**src/rtl/cjb_alu_ctrl_v_pkg.sv**
```systemverilog
// Shared encodings for the ALU sequencer: unit selects, FSM states, flag
// bit positions and the captured request record.
package cjb_alu_ctrl_v_pkg;

  // ALU unit-select encodings (upper half of Op)
  localparam logic [1:0] UNIT_CONST = 2'b00;
  localparam logic [1:0] UNIT_LOGIC = 2'b01;
  localparam logic [1:0] UNIT_ARITH = 2'b10;
  localparam logic [1:0] UNIT_SHIFT = 2'b11;

  // Sequencer FSM states
  localparam logic [1:0] ST_IDLE = 2'b00;
  localparam logic [1:0] ST_EXEC = 2'b01;
  localparam logic [1:0] ST_WB   = 2'b10;

  // Bit positions inside a CNVZ nibble
  localparam int FLAG_C = 3;
  localparam int FLAG_N = 2;
  localparam int FLAG_V = 1;
  localparam int FLAG_Z = 0;

  // Request fields sampled from the winning requester on accept
  typedef struct packed {
    logic [1:0] unit_sel;
    logic [1:0] func_sel;
    logic [7:0] a;
    logic [7:0] b;
    logic       set_flags;
  } alu_req_t;

endpackage

```
**src/rtl/cjb_alu_ctrl_v_arbiter.sv**
```systemverilog
// Two-way combinational arbiter. Round-robin favours the requester that
// did not win last; fixed mode always favours requester 0.
module cjb_rr_arbiter2_v (
  input  logic Valid0,
  input  logic Valid1,
  input  logic Last_Grant,
  input  logic RR_EN,
  output logic Grant0,
  output logic Grant1
);

  // Req0 wins when alone, in fixed mode, or when Req1 had the last grant
  always_comb begin
    Grant0 = Valid0 & (~Valid1 | ~RR_EN | Last_Grant);
    Grant1 = Valid1 & ~Grant0;
  end

endmodule

```
**src/rtl/cjb_alu_ctrl_v.sv**
```systemverilog
// Two-requester sequencer for the shared 8-bit ALU. Accepts one operation
// per visit to IDLE/WB, drives registered ALU selects/operands during EXEC,
// then captures result and (optionally) flags at the end of EXEC.
module cjb_alu_ctrl_v
  import cjb_alu_ctrl_v_pkg::*;
#(
  parameter logic RR_EN = 1'b1
) (
  input  logic       Clock,
  input  logic       Reset,
  input  logic       Req0_Valid,
  input  logic [3:0] Req0_Op,
  input  logic [7:0] Req0_A,
  input  logic [7:0] Req0_B,
  input  logic       Req0_SetFlags,
  output logic       Req0_Ready,
  input  logic       Req1_Valid,
  input  logic [3:0] Req1_Op,
  input  logic [7:0] Req1_A,
  input  logic [7:0] Req1_B,
  input  logic       Req1_SetFlags,
  output logic       Req1_Ready,
  output logic [1:0] ALU_Unit_Sel,
  output logic [1:0] ALU_Func_Sel,
  output logic [7:0] ALU_A,
  output logic [7:0] ALU_B,
  input  logic [7:0] ALU_Result,
  input  logic [3:0] ALU_CNVZ,
  output logic [7:0] Result,
  output logic       Result_Src,
  output logic       Done,
  output logic [3:0] CNVZ,
  output logic       Busy
);

  logic [1:0] state;
  logic       last_grant;
  logic       lat_id;
  logic       lat_sf;
  logic       grant0, grant1;
  logic       can_accept;
  logic       accept;
  alu_req_t   win;

  cjb_rr_arbiter2_v u_arb (
    .Valid0     (Req0_Valid),
    .Valid1     (Req1_Valid),
    .Last_Grant (last_grant),
    .RR_EN      (RR_EN),
    .Grant0     (grant0),
    .Grant1     (grant1)
  );

  // Ready only to the winner, only in IDLE/WB, and never while in reset
  always_comb begin
    can_accept = ~Reset & ((state == ST_IDLE) | (state == ST_WB));
    Req0_Ready = can_accept & grant0;
    Req1_Ready = can_accept & grant1;
    accept     = (Req0_Valid & Req0_Ready) | (Req1_Valid & Req1_Ready);
  end

  // Select the winning requester's fields for loading into the ALU registers
  always_comb begin
    if (grant1)
      win = {Req1_Op, Req1_A, Req1_B, Req1_SetFlags};
    else
      win = {Req0_Op, Req0_A, Req0_B, Req0_SetFlags};
  end

  assign Busy = (state == ST_EXEC);
  assign Done = (state == ST_WB);

  // Sequencer: accept -> EXEC (ALU settles) -> WB (capture visible, Done)
  always_ff @(posedge Clock) begin
    if (Reset) begin
      state        <= ST_IDLE;
      last_grant   <= 1'b1;
      lat_id       <= 1'b0;
      lat_sf       <= 1'b0;
      ALU_Unit_Sel <= UNIT_CONST;
      ALU_Func_Sel <= 2'b00;
      ALU_A        <= 8'h00;
      ALU_B        <= 8'h00;
      Result       <= 8'h00;
      Result_Src   <= 1'b0;
      CNVZ         <= 4'b0000;
    end else begin
      case (state)
        ST_IDLE, ST_WB: begin
          if (accept) begin
            ALU_Unit_Sel <= win.unit_sel;
            ALU_Func_Sel <= win.func_sel;
            ALU_A        <= win.a;
            ALU_B        <= win.b;
            lat_id       <= grant1;
            lat_sf       <= win.set_flags;
            last_grant   <= grant1;
            state        <= ST_EXEC;
          end else begin
            state <= ST_IDLE;
          end
        end
        ST_EXEC: begin
          Result     <= ALU_Result;
          Result_Src <= lat_id;
          if (lat_sf)
            CNVZ <= ALU_CNVZ;
          state <= ST_WB;
        end
        default: state <= ST_IDLE;
      endcase
    end
  end

endmodule

```
**config.mk**
```make
export PLATFORM = sky130hd
export DESIGN_NAME = cjb_alu_ctrl_v
export DESIGN_NICKNAME = d
export VERILOG_FILES = /design/src/rtl/cjb_alu_ctrl_v_pkg.sv /design/src/rtl/cjb_alu_ctrl_v_arbiter.sv /design/src/rtl/cjb_alu_ctrl_v.sv
export SDC_FILE = /design/constraint.sdc
export NUM_CORES = 1
export LEC_CHECK = 0
export CAP_MARGIN = 20
export CORE_ASPECT_RATIO = 1.2
export CORE_MARGIN = 3
export CORE_UTILIZATION = 36
export DETAILED_ROUTE_END_ITERATION = 6
export GPL_ROUTABILITY_DRIVEN = 0
export GPL_TIMING_DRIVEN = 1
export PLACE_DENSITY = 0.76
export SYNTH_ARGS = -nofsm -noshare
export SYNTH_HDL_FRONTEND = slang
export SYNTH_SLANG_ARGS = --single-unit
```
**constraint.sdc**
```tcl
create_clock -name Clock -period 1.3 [get_ports Clock]
set_input_delay 0.325 -clock Clock [delete_from_list [all_inputs] [get_ports Clock]]
set_output_delay 0.325 -clock Clock [all_outputs]
set_load 0.01 [all_outputs]
```
Word-level counts from Yosys, hierarchy flattened
Index checks and enable logic that the tools add are counted.
{ "totals": {"out_inout_bits": 37, "wordCells": 33, "register_bits": 38, "inputBits": 58} }
{ "classes": {"n_bitwise": 13, "reduce_logical": 4, "mux": 3, "n_eq_ne": 2} }
{ "op_table": {"columns": ["cell", "n"], "rows": [
  ["$mux 21", 1],
  ["$and 1x1->1", 7],
  ["$pmux 2 s2", 1],
  ["$reduce_and 2->1", 2],
  ["$not 1->1", 3],
  ["$or 1x1->1", 3],
  ["$eq 2x1->1 const B", 1],
  ["$eq 2x2->1 const B", 1],
  ["$logic_not 2->1", 1],
  ["$reduce_or 2->1", 1],
  ["$mux 1", 1]
]} }

Depth between registers and ports, before layout
{ "depth": {"depth_word": 10, "ltp_mapped": 5, "ltp_nobuf": 4} }

Cells and area by module
From an unflattened synthesis, not the netlist that was laid out.
{ "unflattened": {"cells_unflattened": 177, "hier_area_um2": 1707.9} }
{ "by_module_without_submodules": {"columns": ["module", "instances", "area_each_um2", "seq_area_each_um2", "cells_each"], "rows": [
  ["cjb_alu_ctrl_v", 1, 1677.9, 760.7, 173],
  ["cjb_rr_arbiter2_v", 1, 30.0, 0.0, 4]
]} }

Least setup slack after synthesis
OpenSTA, ideal clock, no wires.
{ "synth_path": {"path_kind": "input to output", "startpoint": "in Req1_Valid", "endpoint": "out Req1_Ready", "path_stages": 3, "path_slack_ns": 0.012, "path_buffers": 1, "t_required_ns": 0.975, "arrival_ns": 0.963, "cell_sequence": "a21bo_1 buf_2 nor3_1"} }
{ "synth_between": {"elab_chain_len": 6} }
{ "synth_rtl": {"columns": ["element", "line", "source"], "rows": [
  ["start, declared", "cjb_alu_ctrl_v.sv:17", "input logic Req1_Valid,"],
  ["$not 1->1", "cjb_alu_ctrl_v_arbiter.sv:14", "Grant0 = Valid0 & (~Valid1 | ~RR_EN | Last_Grant);"],
  ["$or 1x1->1", "cjb_alu_ctrl_v_arbiter.sv:14", null],
  ["$and 1x1->1", "cjb_alu_ctrl_v_arbiter.sv:14", null],
  ["$not 1->1", "cjb_alu_ctrl_v_arbiter.sv:15", "Grant1 = Valid1 & ~Grant0;"],
  ["$and 1x1->1 (*)", "cjb_alu_ctrl_v_arbiter.sv:15", null],
  ["$and 1x1->1 (*)", "cjb_alu_ctrl_v.sv:58", "Req1_Ready = can_accept & grant1;"],
  ["end, declared", "cjb_alu_ctrl_v.sv:22", "output logic Req1_Ready,"]
]} }
Mark *: on every way between the ends. The rest lies on a longest branch, timed or not.

Worst setup path after layout
Ends and elaborated chain as after synthesis.

==> out/metrics.cfg <==
[logic_synthesis]
yosysTopAreaCellShare_pct = 44.8
synth.avg_cell_area_um2 = 8.71
postSynthCellCount = 195
synth_top_family_by_area = compound AO/OA/AOI/OAI gates
yosysWarnings = 0
synth_area_um2 = 1700
synthMuxAreaShare_pct = 0
synth.most_common_cell = nand2_1
synthAdderAreaFrac_pct = 0
ys_ff_latch = 38
synth_edf_count = 0
yosysTopAreaCell = dfxtp_1
seq_area_frac_synth_pct = 44.8
synth_compound_area_share_pct = 30.1
async_flop_share_pct = 0
synthSimpleGateAreaFrac_pct = 19.5
synthTopCellsByCount = 64 x nand2_1, 38 x dfxtp_1, 34 x a21oi_1
synth_xor_area_share_pct = 0
yosys-top-cells-area = dfxtp_1 45%, a311oi_2 17%, nand2_1 14%
synth_cell_type_count = 24
synth_nets = 253
synth_flop_cell = dfxtp_1

[floorplanning]
fp.dieArea_um2 = 5580
ios = 95
initial_core_util_pct = 38.7
die_y_um = 81.3
rows = 26
fp.dieW_um = 68.7
core_um2 = 4390

[worst_setup_path]
cp_num_cells = 4
path_cells = dlygate4sd2_1 -> a21bo_1 -> nor3_4 -> buf_6
slowest_stage = dlygate4sd2_1
cp.required_ns = 0.98
critPathKind = input pin to primary output
crit_family = buffers and inverters
cp.arrival_ns = 1.11
critPathBufInv = 2
rr_worst_depth = 7
cp_max_fo = 4
crit_path_max_incr_delay_ns = 0.26
cp-end-kind = primary output
cp-start-kind = input pin

[clock_network]
cts_hold_buf = 0
cts_tree = yes
htreeDepth = 2
numCtsBuffers = 5
clk_latency_ns = 0.29
cts_num_sinks = 38
clk_pin_slew_worst_paths_ns = 0.07
cts_buffer_depth = 2
clockRootBuffer = clkbuf_8

[route]
drt_first_pass_iters = 4
vias = 1805
drtIter0Drc = 66
drc_errors = 0
ant_nets = 0
wirelength_um = 5340
post_drt_wl_per_cell_um = 14.6
vias_per_cell = 4.93

[timing]
whs_ns = 0.451
post-route-period-util_pct = 111
slew_headroom_pct = 78.8
finClkSkew_ns = 0.00523
max_slew.worst_pin.slew_ns = 0.317
worst_slack_ns = -0.139
setup_viol = 25
rsz0062_at_grt = true
period_needed_ns = 1.44
fmax_ghz = 0.695
final_hold_viol_count = 0
report.final.slew_viol_count = 0

[cells_and_area]
layout-drive-gt1-share_pct = 30.3
area_growth_pct = 83.5
diodes = 0
n_fill_cell = 366
utilization_pct = 71.0
nets = 367

[power]
swShare_pct = 28.1
p_clk_share_pct = 27.6
combPwrFrac_pct = 28.7
vdd_drop_max_mv = 0.632
intPower_mw = 2.15
p_total_mw = 3.00
seq_power_share_pct = 43.7
p_leak_nw = 1.29
powerDensity_nw_per_um2 = 961
switchingPower_mw = 0.843

[hold_path]
hold_depth = 2
hp-class = flop to flop

[global_routing]
grt_overflow = 0
grt_pass1_wl_um = 7890
grt_antenna_before_repair = 0
grt_pass1_vias = 1689
grt_start_max_net_pins = 23
grt_use_total_pct = 18.8

[run]
max-cap-violations = 0

[status]
status = finished, violations left
failed_checks = negative setup slack

[placement]
dp_hpwl_um = 3460
port_buffers = 94

worst reg2reg max path, stage by stage, from the launching register on:
cell and delay [ns]:
dfxtp_4 0.37, buf_6 0.12, buf_6 0.11, nor2_4 0.16
buf_12 0.14, buf_12 0.13, a21oi_4 0.06, a311oi_2 0.25
cell type report:
class	count	area (um2)	share of cell area (%)
clock buffers	7	86.3	2.77
clock inverters	1	5.00	0.161
inverters	2	7.51	0.241
multi-input cells	142	1030	32.9
flip-flops and latches	38	769	24.7
well taps	56	70.1	2.25
repair buffers	120	1150	37.0
stage by stage:
step | area (um2) | std cells | TNS [ns] | setup WS (ns)
CTS | 2960 | 361 | -0.787 | -0.179
finish | 3120 | 366 | -1.42 | -0.139
floorplan | 1700 | 195 | 0 | 0.0124
global placement | 2750 | 345 | -14.27 | -0.791
detailed placement | 2750 | 345 | -13.88 | -0.810
global route | 3120 | 366 | -2.50 | -0.170
sequential cells by signal, summed over array words and instances (netlist names):
| signal | count |
|---|---|
| ALU_Func_Sel | 2 |
| last_grant | 1 |
| ALU_A | 8 |
| ALU_B | 8 |
| ALU_Unit_Sel | 2 |
| lat_sf | 1 |
| Result_Src | 1 |
| Result | 8 |
| state | 2 |
| CNVZ | 4 |
| lat_id | 1 |
metal layers:
layer | wire length, um | vias to the layer above | GRT usage, %
met5 | 0 | - | 0
met4 | 115 | 0 | 7.60
met3 | 423 | 10 | 5.12
met2 | 2860 | 64 | 34.8
met1 | 1940 | 818 | 19.5
li1 | - | 913 | -
repair_timing:
| item | 4_1_cts | 5_1_grt |
|---|---|---|
| resized for setup | 88 | 24 |
| cloned | 5 | 0 |
| setup buffers | 3 | 6 |
| endpoints found under the setup margin | 59 | 26 |
| pin swaps | 18 | 11 |
kinds of logic (layout without fill, tap and decap cells):
group / Yosys count / after routing
simple gates: 80 / 83
flops: 38 / 38
buf+inv: 18 / 130
compound gates: 59 / 59
cells in the final DEF, fill, tap and decap left out, drive strengths merged:
cell	synthesis	final
nand2	64	64
clkdlybuf4s50	0	54
dfxtp	38	38
a21oi	34	34
dlygate4sd2	0	33
buf	13	31
a311oi	21	21
clkbuf	3	7
nand3	4	4
and2	1	4
nor2	3	3
nand2b	2	2
nor2b	2	2
clkdlybuf4s15	0	2
inv	2	2
nor3	2	2
a21bo	1	1
nand3b	1	1
or2	1	1
a21boi	1	1
a221o	1	1
a22oi	1	1
clkinv	0	1
final timing paths:
kind	from	to	slack [ns]
min	Result[2]	Result[2]	0.45
max reg2reg	state[0]	ALU_B[0]	-0.13
max	Req1_Valid	Req1_Ready	-0.14
min reg2reg	Result[2]	Result[2]	0.45
power groups by stage:
| stage | clock network, mW | logic, mW | registers, mW |
|---|---|---|---|
| 2_1_floorplan | 0 | 0.311 | 1.35 |
| 6_report | 0.828 | 0.860 | 1.31 |
| 4_1_cts | 0.847 | 0.792 | 1.30 |
| 5_1_grt | 0.887 | 0.924 | 1.32 |
| 3_5_place_dp | 0 | 0.760 | 1.32 |
| 3_3_place_gp | 0 | 0.754 | 1.32 |
Power figures use the tool's default switching activity.
